`config.mk`:
```
export PLATFORM = sky130hd
export DESIGN_NAME = mem_arbiter_flat
export DESIGN_NICKNAME = d
export VERILOG_FILES = /design/src/rtl/mem_arb_pkg.sv /design/src/rtl/mem_arbiter_if.sv /design/src/rtl/arb_starve_ctr.sv /design/src/rtl/mem_arbiter.sv /design/src/flat_wrapper.sv
export SDC_FILE = /design/constraint.sdc
export NUM_CORES = 1
export LEC_CHECK = 0
export ABC_AREA = 1
export BUFFER_PORTS_ARGS = -buffer_cell sky130_fd_sc_hd__buf_4
export CORE_MARGIN = 4
export CORE_UTILIZATION = 43
export DETAILED_ROUTE_END_ITERATION = 6
export GPL_ROUTABILITY_DRIVEN = 0
export PLACE_DENSITY = 0.75
export SYNTH_ARGS = -nofsm -noshare
export SYNTH_HDL_FRONTEND = slang
export SYNTH_HIERARCHICAL = 1
export SYNTH_SLANG_ARGS = --single-unit
```
`constraint.sdc`:
```
create_clock -name clk -period 4.2 [get_ports clk]
set_clock_uncertainty 0.05 [all_clocks]
set_input_delay 0.84 -clock clk [delete_from_list [all_inputs] [get_ports clk]]
set_output_delay 0.84 -clock clk [all_outputs]
set_load 0.02 [all_outputs]
```
`src/rtl/mem_arb_pkg.sv`:
```
// ---------------------------------------------------------------------------
// mem_arb_pkg
// Shared types and constants for the instruction/data memory arbiter.
//   state_t : arbiter FSM states (IDLE, ISSUE, WAIT, RESP)
//   owner_t : which requester owns the transaction in flight
//   STARVE_LIMIT_DEF : default number of consecutive data grants allowed
//                      while a fetch is waiting
//   CNT_W   : width of the starvation counter (limit must fit in it)
// ---------------------------------------------------------------------------
package mem_arb_pkg;

    typedef enum logic [1:0] {
        IDLE  = 2'd0,
        ISSUE = 2'd1,
        WAIT  = 2'd2,
        RESP  = 2'd3
    } state_t;

    typedef enum logic {
        OWN_IF = 1'b0,
        OWN_D  = 1'b1
    } owner_t;

    localparam int STARVE_LIMIT_DEF = 3;
    localparam int CNT_W            = 8;

endpackage

```
`src/rtl/mem_arbiter_if.sv`:
```
// ---------------------------------------------------------------------------
// mem_arbiter_if
// Bundles the fetch port, the data port and the unified memory port of the
// arbiter.
//   Fetch : if_req, if_addr -> if_rdata, if_ack
//   Data  : d_req, d_we, d_addr, d_wdata -> d_rdata, d_ack
//   Memory: mem_req, mem_we, mem_addr, mem_wdata -> mem_gnt, mem_rvalid,
//           mem_rdata
// Handshakes: a requester raises *_req with stable payload and holds it until
// the one-cycle *_ack pulse. On the memory side mem_req is held with stable
// payload until mem_gnt; the response arrives as a one-cycle mem_rvalid no
// earlier than the cycle after mem_gnt.
// Modports:
//   master : the arbiter (drives acks, read data and the memory request)
//   slave  : the environment (requesters and the memory)
// ---------------------------------------------------------------------------
interface mem_arbiter_if #(
    parameter int XLEN = 32
);
    logic            if_req;
    logic [XLEN-1:0] if_addr;
    logic [XLEN-1:0] if_rdata;
    logic            if_ack;

    logic            d_req;
    logic [3:0]      d_we;
    logic [XLEN-1:0] d_addr;
    logic [XLEN-1:0] d_wdata;
    logic [XLEN-1:0] d_rdata;
    logic            d_ack;

    logic            mem_req;
    logic [3:0]      mem_we;
    logic [XLEN-1:0] mem_addr;
    logic [XLEN-1:0] mem_wdata;
    logic            mem_gnt;
    logic            mem_rvalid;
    logic [XLEN-1:0] mem_rdata;

    modport master (
        input  if_req, if_addr, d_req, d_we, d_addr, d_wdata,
               mem_gnt, mem_rvalid, mem_rdata,
        output if_rdata, if_ack, d_rdata, d_ack,
               mem_req, mem_we, mem_addr, mem_wdata
    );

    modport slave (
        output if_req, if_addr, d_req, d_we, d_addr, d_wdata,
               mem_gnt, mem_rvalid, mem_rdata,
        input  if_rdata, if_ack, d_rdata, d_ack,
               mem_req, mem_we, mem_addr, mem_wdata
    );
endinterface

```
`src/rtl/arb_starve_ctr.sv`:
```
// ---------------------------------------------------------------------------
// arb_starve_ctr
// Grant decision between fetch and data requests plus the starvation
// counter that lets a waiting fetch in after STARVE_LIMIT data grants.
// Ports:
//   clk, reset  : clock, synchronous active-high reset
//   if_req      : fetch request pending
//   d_req       : data request pending
//   idle        : arbiter is in IDLE; decisions and counter updates only here
//   grant       : a request is granted this cycle
//   owner       : winner of the arbitration (valid with grant)
//   starve_cnt  : consecutive data grants taken while a fetch waited
// ---------------------------------------------------------------------------
module arb_starve_ctr
    import mem_arb_pkg::*;
#(
    parameter int STARVE_LIMIT = STARVE_LIMIT_DEF
) (
    input  logic             clk,
    input  logic             reset,
    input  logic             if_req,
    input  logic             d_req,
    input  logic             idle,
    output logic             grant,
    output owner_t           owner,
    output logic [CNT_W-1:0] starve_cnt
);

    localparam logic [CNT_W-1:0] LIMIT = CNT_W'(STARVE_LIMIT);

    // Data has priority; a fetch wins when it is alone or has been passed
    // over LIMIT times in a row.
    always_comb begin
        grant = idle && (if_req || d_req);
        owner = OWN_D;
        if (if_req && (!d_req || starve_cnt == LIMIT)) begin
            owner = OWN_IF;
        end
    end

    always_ff @(posedge clk) begin
        if (reset) begin
            starve_cnt <= '0;
        end else if (idle) begin
            if (!if_req || owner == OWN_IF) begin
                starve_cnt <= '0;
            end else if (starve_cnt != LIMIT) begin
                // Here if_req=1 and data won, so a fetch was passed over.
                starve_cnt <= starve_cnt + 1'b1;
            end
        end
    end

endmodule

```
`src/rtl/mem_arbiter.sv`:
```
// ---------------------------------------------------------------------------
// mem_arbiter
// Shares one memory port between the instruction fetch port and the data
// (MEM stage) port. At most one transaction is in flight:
//   IDLE  -> arbitrate, latch owner and request payload
//   ISSUE -> present mem_req until mem_gnt
//   WAIT  -> wait for mem_rvalid, capture read data for the owner
//   RESP  -> one-cycle ack to the owner, back to IDLE
// Ports:
//   clk, reset  : clock, synchronous active-high reset
//   bus         : mem_arbiter_if master modport (fetch, data, memory sides)
//   busy        : high whenever the FSM is not in IDLE
//   state       : current FSM state (observation)
//   starve_cnt  : starvation counter (observation)
// ---------------------------------------------------------------------------
module mem_arbiter
    import mem_arb_pkg::*;
#(
    parameter int XLEN         = 32,
    parameter int STARVE_LIMIT = STARVE_LIMIT_DEF
) (
    input  logic             clk,
    input  logic             reset,
    mem_arbiter_if.master    bus,
    output logic             busy,
    output state_t           state,
    output logic [CNT_W-1:0] starve_cnt
);

    logic            grant;
    owner_t          grant_owner;
    owner_t          owner;

    logic            req_q;
    logic [3:0]      we_q;
    logic [XLEN-1:0] addr_q;
    logic [XLEN-1:0] wdata_q;
    logic            if_ack_q;
    logic            d_ack_q;
    logic [XLEN-1:0] if_rdata_q;
    logic [XLEN-1:0] d_rdata_q;

    arb_starve_ctr #(
        .STARVE_LIMIT (STARVE_LIMIT)
    ) u_arb (
        .clk        (clk),
        .reset      (reset),
        .if_req     (bus.if_req),
        .d_req      (bus.d_req),
        .idle       (state == IDLE),
        .grant      (grant),
        .owner      (grant_owner),
        .starve_cnt (starve_cnt)
    );

    always_ff @(posedge clk) begin
        if (reset) begin
            state      <= IDLE;
            owner      <= OWN_IF;
            req_q      <= 1'b0;
            we_q       <= '0;
            addr_q     <= '0;
            wdata_q    <= '0;
            if_ack_q   <= 1'b0;
            d_ack_q    <= 1'b0;
            if_rdata_q <= '0;
            d_rdata_q  <= '0;
        end else begin
            case (state)
                IDLE: begin
                    if (grant) begin
                        owner <= grant_owner;
                        req_q <= 1'b1;
                        if (grant_owner == OWN_IF) begin
                            // Fetches never write, regardless of d_we.
                            addr_q  <= bus.if_addr;
                            we_q    <= '0;
                            wdata_q <= '0;
                        end else begin
                            addr_q  <= bus.d_addr;
                            we_q    <= bus.d_we;
                            wdata_q <= bus.d_wdata;
                        end
                        state <= ISSUE;
                    end
                end
                ISSUE: begin
                    if (bus.mem_gnt) begin
                        req_q   <= 1'b0;
                        we_q    <= '0;
                        addr_q  <= '0;
                        wdata_q <= '0;
                        state   <= WAIT;
                    end
                end
                WAIT: begin
                    // mem_rvalid is only meaningful here; elsewhere it is ignored.
                    if (bus.mem_rvalid) begin
                        if (owner == OWN_IF) begin
                            if_rdata_q <= bus.mem_rdata;
                            if_ack_q   <= 1'b1;
                        end else begin
                            d_rdata_q <= bus.mem_rdata;
                            d_ack_q   <= 1'b1;
                        end
                        state <= RESP;
                    end
                end
                RESP: begin
                    if_ack_q <= 1'b0;
                    d_ack_q  <= 1'b0;
                    state    <= IDLE;
                end
                default: state <= IDLE;
            endcase
        end
    end

    assign busy          = (state != IDLE);
    assign bus.mem_req   = req_q;
    assign bus.mem_we    = we_q;
    assign bus.mem_addr  = addr_q;
    assign bus.mem_wdata = wdata_q;
    assign bus.if_ack    = if_ack_q;
    assign bus.d_ack     = d_ack_q;
    assign bus.if_rdata  = if_rdata_q;
    assign bus.d_rdata   = d_rdata_q;

endmodule
```
`src/flat_wrapper.sv`:
```
// flat-port wrapper written by rule: the top's interface ports become plain ports
module mem_arbiter_flat import mem_arb_pkg::*;
#(
    parameter int XLEN         = 32,
    parameter int STARVE_LIMIT = STARVE_LIMIT_DEF
)
  (clk, reset, busy, state, starve_cnt, bus_if_req, bus_if_addr, bus_d_req, bus_d_we, bus_d_addr, bus_d_wdata, bus_mem_gnt, bus_mem_rvalid, bus_mem_rdata, bus_if_rdata, bus_if_ack, bus_d_rdata, bus_d_ack, bus_mem_req, bus_mem_we, bus_mem_addr, bus_mem_wdata);
  mem_arbiter_if #(.XLEN(XLEN)) bus_i ();
  input  logic clk;
  input  logic reset;
  output logic busy;
  output state_t state;
  output logic [CNT_W-1:0] starve_cnt;
  input wire logic [$bits(bus_i.if_req)-1:0] bus_if_req;
  input wire logic [$bits(bus_i.if_addr)-1:0] bus_if_addr;
  input wire logic [$bits(bus_i.d_req)-1:0] bus_d_req;
  input wire logic [$bits(bus_i.d_we)-1:0] bus_d_we;
  input wire logic [$bits(bus_i.d_addr)-1:0] bus_d_addr;
  input wire logic [$bits(bus_i.d_wdata)-1:0] bus_d_wdata;
  input wire logic [$bits(bus_i.mem_gnt)-1:0] bus_mem_gnt;
  input wire logic [$bits(bus_i.mem_rvalid)-1:0] bus_mem_rvalid;
  input wire logic [$bits(bus_i.mem_rdata)-1:0] bus_mem_rdata;
  output wire logic [$bits(bus_i.if_rdata)-1:0] bus_if_rdata;
  output wire logic [$bits(bus_i.if_ack)-1:0] bus_if_ack;
  output wire logic [$bits(bus_i.d_rdata)-1:0] bus_d_rdata;
  output wire logic [$bits(bus_i.d_ack)-1:0] bus_d_ack;
  output wire logic [$bits(bus_i.mem_req)-1:0] bus_mem_req;
  output wire logic [$bits(bus_i.mem_we)-1:0] bus_mem_we;
  output wire logic [$bits(bus_i.mem_addr)-1:0] bus_mem_addr;
  output wire logic [$bits(bus_i.mem_wdata)-1:0] bus_mem_wdata;
  assign bus_i.if_req = bus_if_req;
  assign bus_i.if_addr = bus_if_addr;
  assign bus_i.d_req = bus_d_req;
  assign bus_i.d_we = bus_d_we;
  assign bus_i.d_addr = bus_d_addr;
  assign bus_i.d_wdata = bus_d_wdata;
  assign bus_i.mem_gnt = bus_mem_gnt;
  assign bus_i.mem_rvalid = bus_mem_rvalid;
  assign bus_i.mem_rdata = bus_mem_rdata;
  assign bus_if_rdata = bus_i.if_rdata;
  assign bus_if_ack = bus_i.if_ack;
  assign bus_d_rdata = bus_i.d_rdata;
  assign bus_d_ack = bus_i.d_ack;
  assign bus_mem_req = bus_i.mem_req;
  assign bus_mem_we = bus_i.mem_we;
  assign bus_mem_addr = bus_i.mem_addr;
  assign bus_mem_wdata = bus_i.mem_wdata;
  mem_arbiter #(.XLEN(XLEN), .STARVE_LIMIT(STARVE_LIMIT)) u_core (.clk(clk), .reset(reset), .bus(bus_i), .busy(busy), .state(state), .starve_cnt(starve_cnt));
endmodule
```
==> flow_summary.yaml <==
status:
  status: "finished clean"
critical_path:
  crit_chain: "inv_1 -> ha_1 -> o21a_1 -> inv_1 -> nand2_1 -> nand3_2 -> buf_4 -> nand2_1 -> nand2_1 -> nor2_1"
  rrSetupSlack_ns: 1.37
  slowest_stage: "nand3_2"
  cp.required_ns: 4.49
  crit_path_max_incr_delay_ns: 0.64
  crit_top_cell: "nand2_1"
  setup.worst_path.class: "flop to flop"
  cp-start-kind: "flop"
  cp-end-kind: "flop"
  path_max_fanout: 47
  worstPathArrival_ns: 3.12
placed_design:
  placed_area_um2: 8500
  hpwl_um: 13300
  pre_cts_ws_ns: 1.42
  numPlacedInstances: 1368
  numPortBuffers: 283
synth:
  async_flop_share_pct: 0
  yosysUniqueCellTypes: 28
  synthCells: 952
  yosys.area.top_type: "dfxtp_1"
  synthTopCellsByCount: "321 x nor2_1, 185 x nand2_1, 146 x dfxtp_1"
  syn-num-nets: 1097
  synth_top_area_share_pct: 45.6
  yosysWarnings: 6
  synth_seq_cells: 146
  yosysSeqAreaShare_pct: 45.6
  synth_most_common_cell: "nor2_1"
  synth-main-ff-cell: "dfxtp_1"
  syn_avg_cell_area_um2: 6.74
  synth_edf_count: 0
  yosys-top-cells-area: "dfxtp_1 46%, nor2_1 19%, nand2_1 11%, o21ai_0 7.8%, inv_1 4.1%"
  mappedNetlistArea_um2: 6410
final_layout:
  finalNetCount: 1348
  area_growth_pct: 41.9
  final_cells: 1400
  layout-drive-gt1-share_pct: 28.6
  seq_area_um2: 2920
  fillers: 1384
  multi_input_area_um2: 2890
  final_util_pct: 62.4
  antenna_cells: 0
  stdcell_area_um2: 9100
drt:
  route.detailed.drc: 0
  firstDrtPassIters: 6
  ant_nets: 0
  drt_iter0_markers: 315
  num_vias: 6530
  via_per_inst: 4.66
  avgRoutedWirePerCell_um: 13.5
  wl_um: 18900
power:
  p_per_area_nw_per_um2: 663
  finalPower_mw: 6.03
  p_leak_nw: 4.81
  vdd.ir_drop.worst_mv: 0.417
cts:
  clkTransAtPathRegs_ns: 0.06
  worstSkewPairLatency_ns: 0.42
  h-tree-depth: 4
  clock-sinks: 146
  ctsResizeCount: 0
  cts_tree: "built"
  cts_buffer_depth: 2
  clock-root-buffer: "clkbuf_16"
  post-cts-setup-buffers: 0
  hold_buffers: 0
  numCtsBuffers: 17
floorplan:
  ios: 284
  die_w_um: 130
  core.rowCount: 44
  coreArea_um2: 14600
  start_util_pct: 44.0
  die-area_um2: 16900
  die_h_um: 130
global_routing:
  first_global_vias: 5921
  grt-ovfl-total: 0
  grt_usage_pct: 21.6
  grt_max_degree: 97
  antenna_found_initial: 0
  grt_pass1_wl_um: 29300
sta:
  setup_tns_ns: 0
  fmax_ghz: 0.354
  fin_crit_sh_pct: 67.3
  tightest_slew_ns: 0.919
  fin_crit_ns: 2.83
  rsz0062_at_grt: "false"
  hold_viol_final: 0
  relSlewSlack_pct: 38.6
  timing.hold.ws_ns: 0.431
  fin_ws_ns: 1.37
  slew_viol_final: 0
  setup_viol_count_final: 0
run:
  maxCapViolCount: 0
hold_path:
  min_path_type: "flop to flop"
==> worst paths after layout <==
check	start	end	cells after the start
setup / recovery	u_core/state[1]	u_core/bus.mem_addr[5]	10
hold / removal	u_core/bus.if_ack	u_core/bus.if_ack	2
setup reg to reg	u_core/state[1]	u_core/bus.mem_addr[5]	10
hold reg to reg	u_core/bus.if_ack	u_core/bus.if_ack	2
==> power by group <==
| part | switching (mW) | internal (mW) | total, mW | leakage (nW) |
|---|---|---|---|---|
| registers | 0.170 | 1.72 | 1.88 | 1.20 |
| logic | 1.65 | 0.959 | 2.61 | 3.31 |
| clock network | 0.589 | 0.955 | 1.54 | 0.299 |
| total | 2.41 | 3.63 | 6.03 | 4.81 |
==> state kept, by name, indices dropped and copies added, names as in the netlist, 2 cells and up <==
signal	count
u_core/bus.d_rdata	32
u_core/bus.if_rdata	32
u_core/bus.mem_addr	32
u_core/bus.mem_wdata	32
u_core/u_arb/starve_cnt	8
u_core/bus.mem_we	4
u_core/state	2
==> logic make-up after synthesis <==
| group | share of synthesized area (%) |
|---|---|
| buffers and inverters | 9.38 |
| XOR/XNOR | 0.546 |
| adder cells (fa/ha/maj) | 1.37 |
| flip-flops | 45.6 |
| multiplexers | 0.156 |
| AO/OA/AOI/OAI | 9.21 |
| AND/OR/NAND/NOR | 33.8 |
==> per-layer routing <==
metal | routed length (um) | track usage [%] | vias to the layer above
met5 | 0 | 0 | -
met4 | 262 | 6.11 | 0
met3 | 2060 | 8.68 | 17
met2 | 9020 | 36.4 | 227
met1 | 7560 | 25.4 | 2893
li1 | - | - | 3393
==> critical path: cells and delay by family, from the launching register on <==
kind	cells	cell delay [ns]
flip-flops	1	0.34
buffers and inverters	3	0.71
AND/OR/NAND/NOR	5	1.02
AO/OA/AOI/OAI	1	0.21
adder cells (fa/ha/maj)	1	0.41
==> cell type report <==
class,count,area share (%)
Timing Repair Buffer,288,23.8
Clock buffer,20,4.91
Tap cell,184,2.53
Multi-Input combinational cell,672,31.8
Clock inverter,12,1.69
Sequential cell,146,32.1
Inverter,78,3.23
==> cell usage in the layout, fill, tap and decap left out, types with 2 or more instances in the layout <==
master / Yosys / final
bufinv_16: 0 / 3
clkbuf_16: 0 / 17
clkinv_2: 0 / 5
inv_1: 70 / 70
a21oi_1: 12 / 12
xor2_1: 3 / 3
nor2_1: 321 / 321
o21ai_1: 3 / 3
nand2_2: 4 / 4
nand2_1: 185 / 185
o21ai_0: 100 / 100
nand3_1: 15 / 15
nand3_2: 3 / 3
clkbuf_1: 17 / 2
dfxtp_1: 146 / 146
nor2_2: 8 / 8
ha_1: 7 / 7
nand2_4: 2 / 2
inv_6: 0 / 4
inv_2: 8 / 7
nor2_4: 2 / 2
buf_4: 10 / 288
Power figures use the tool's default switching activity.
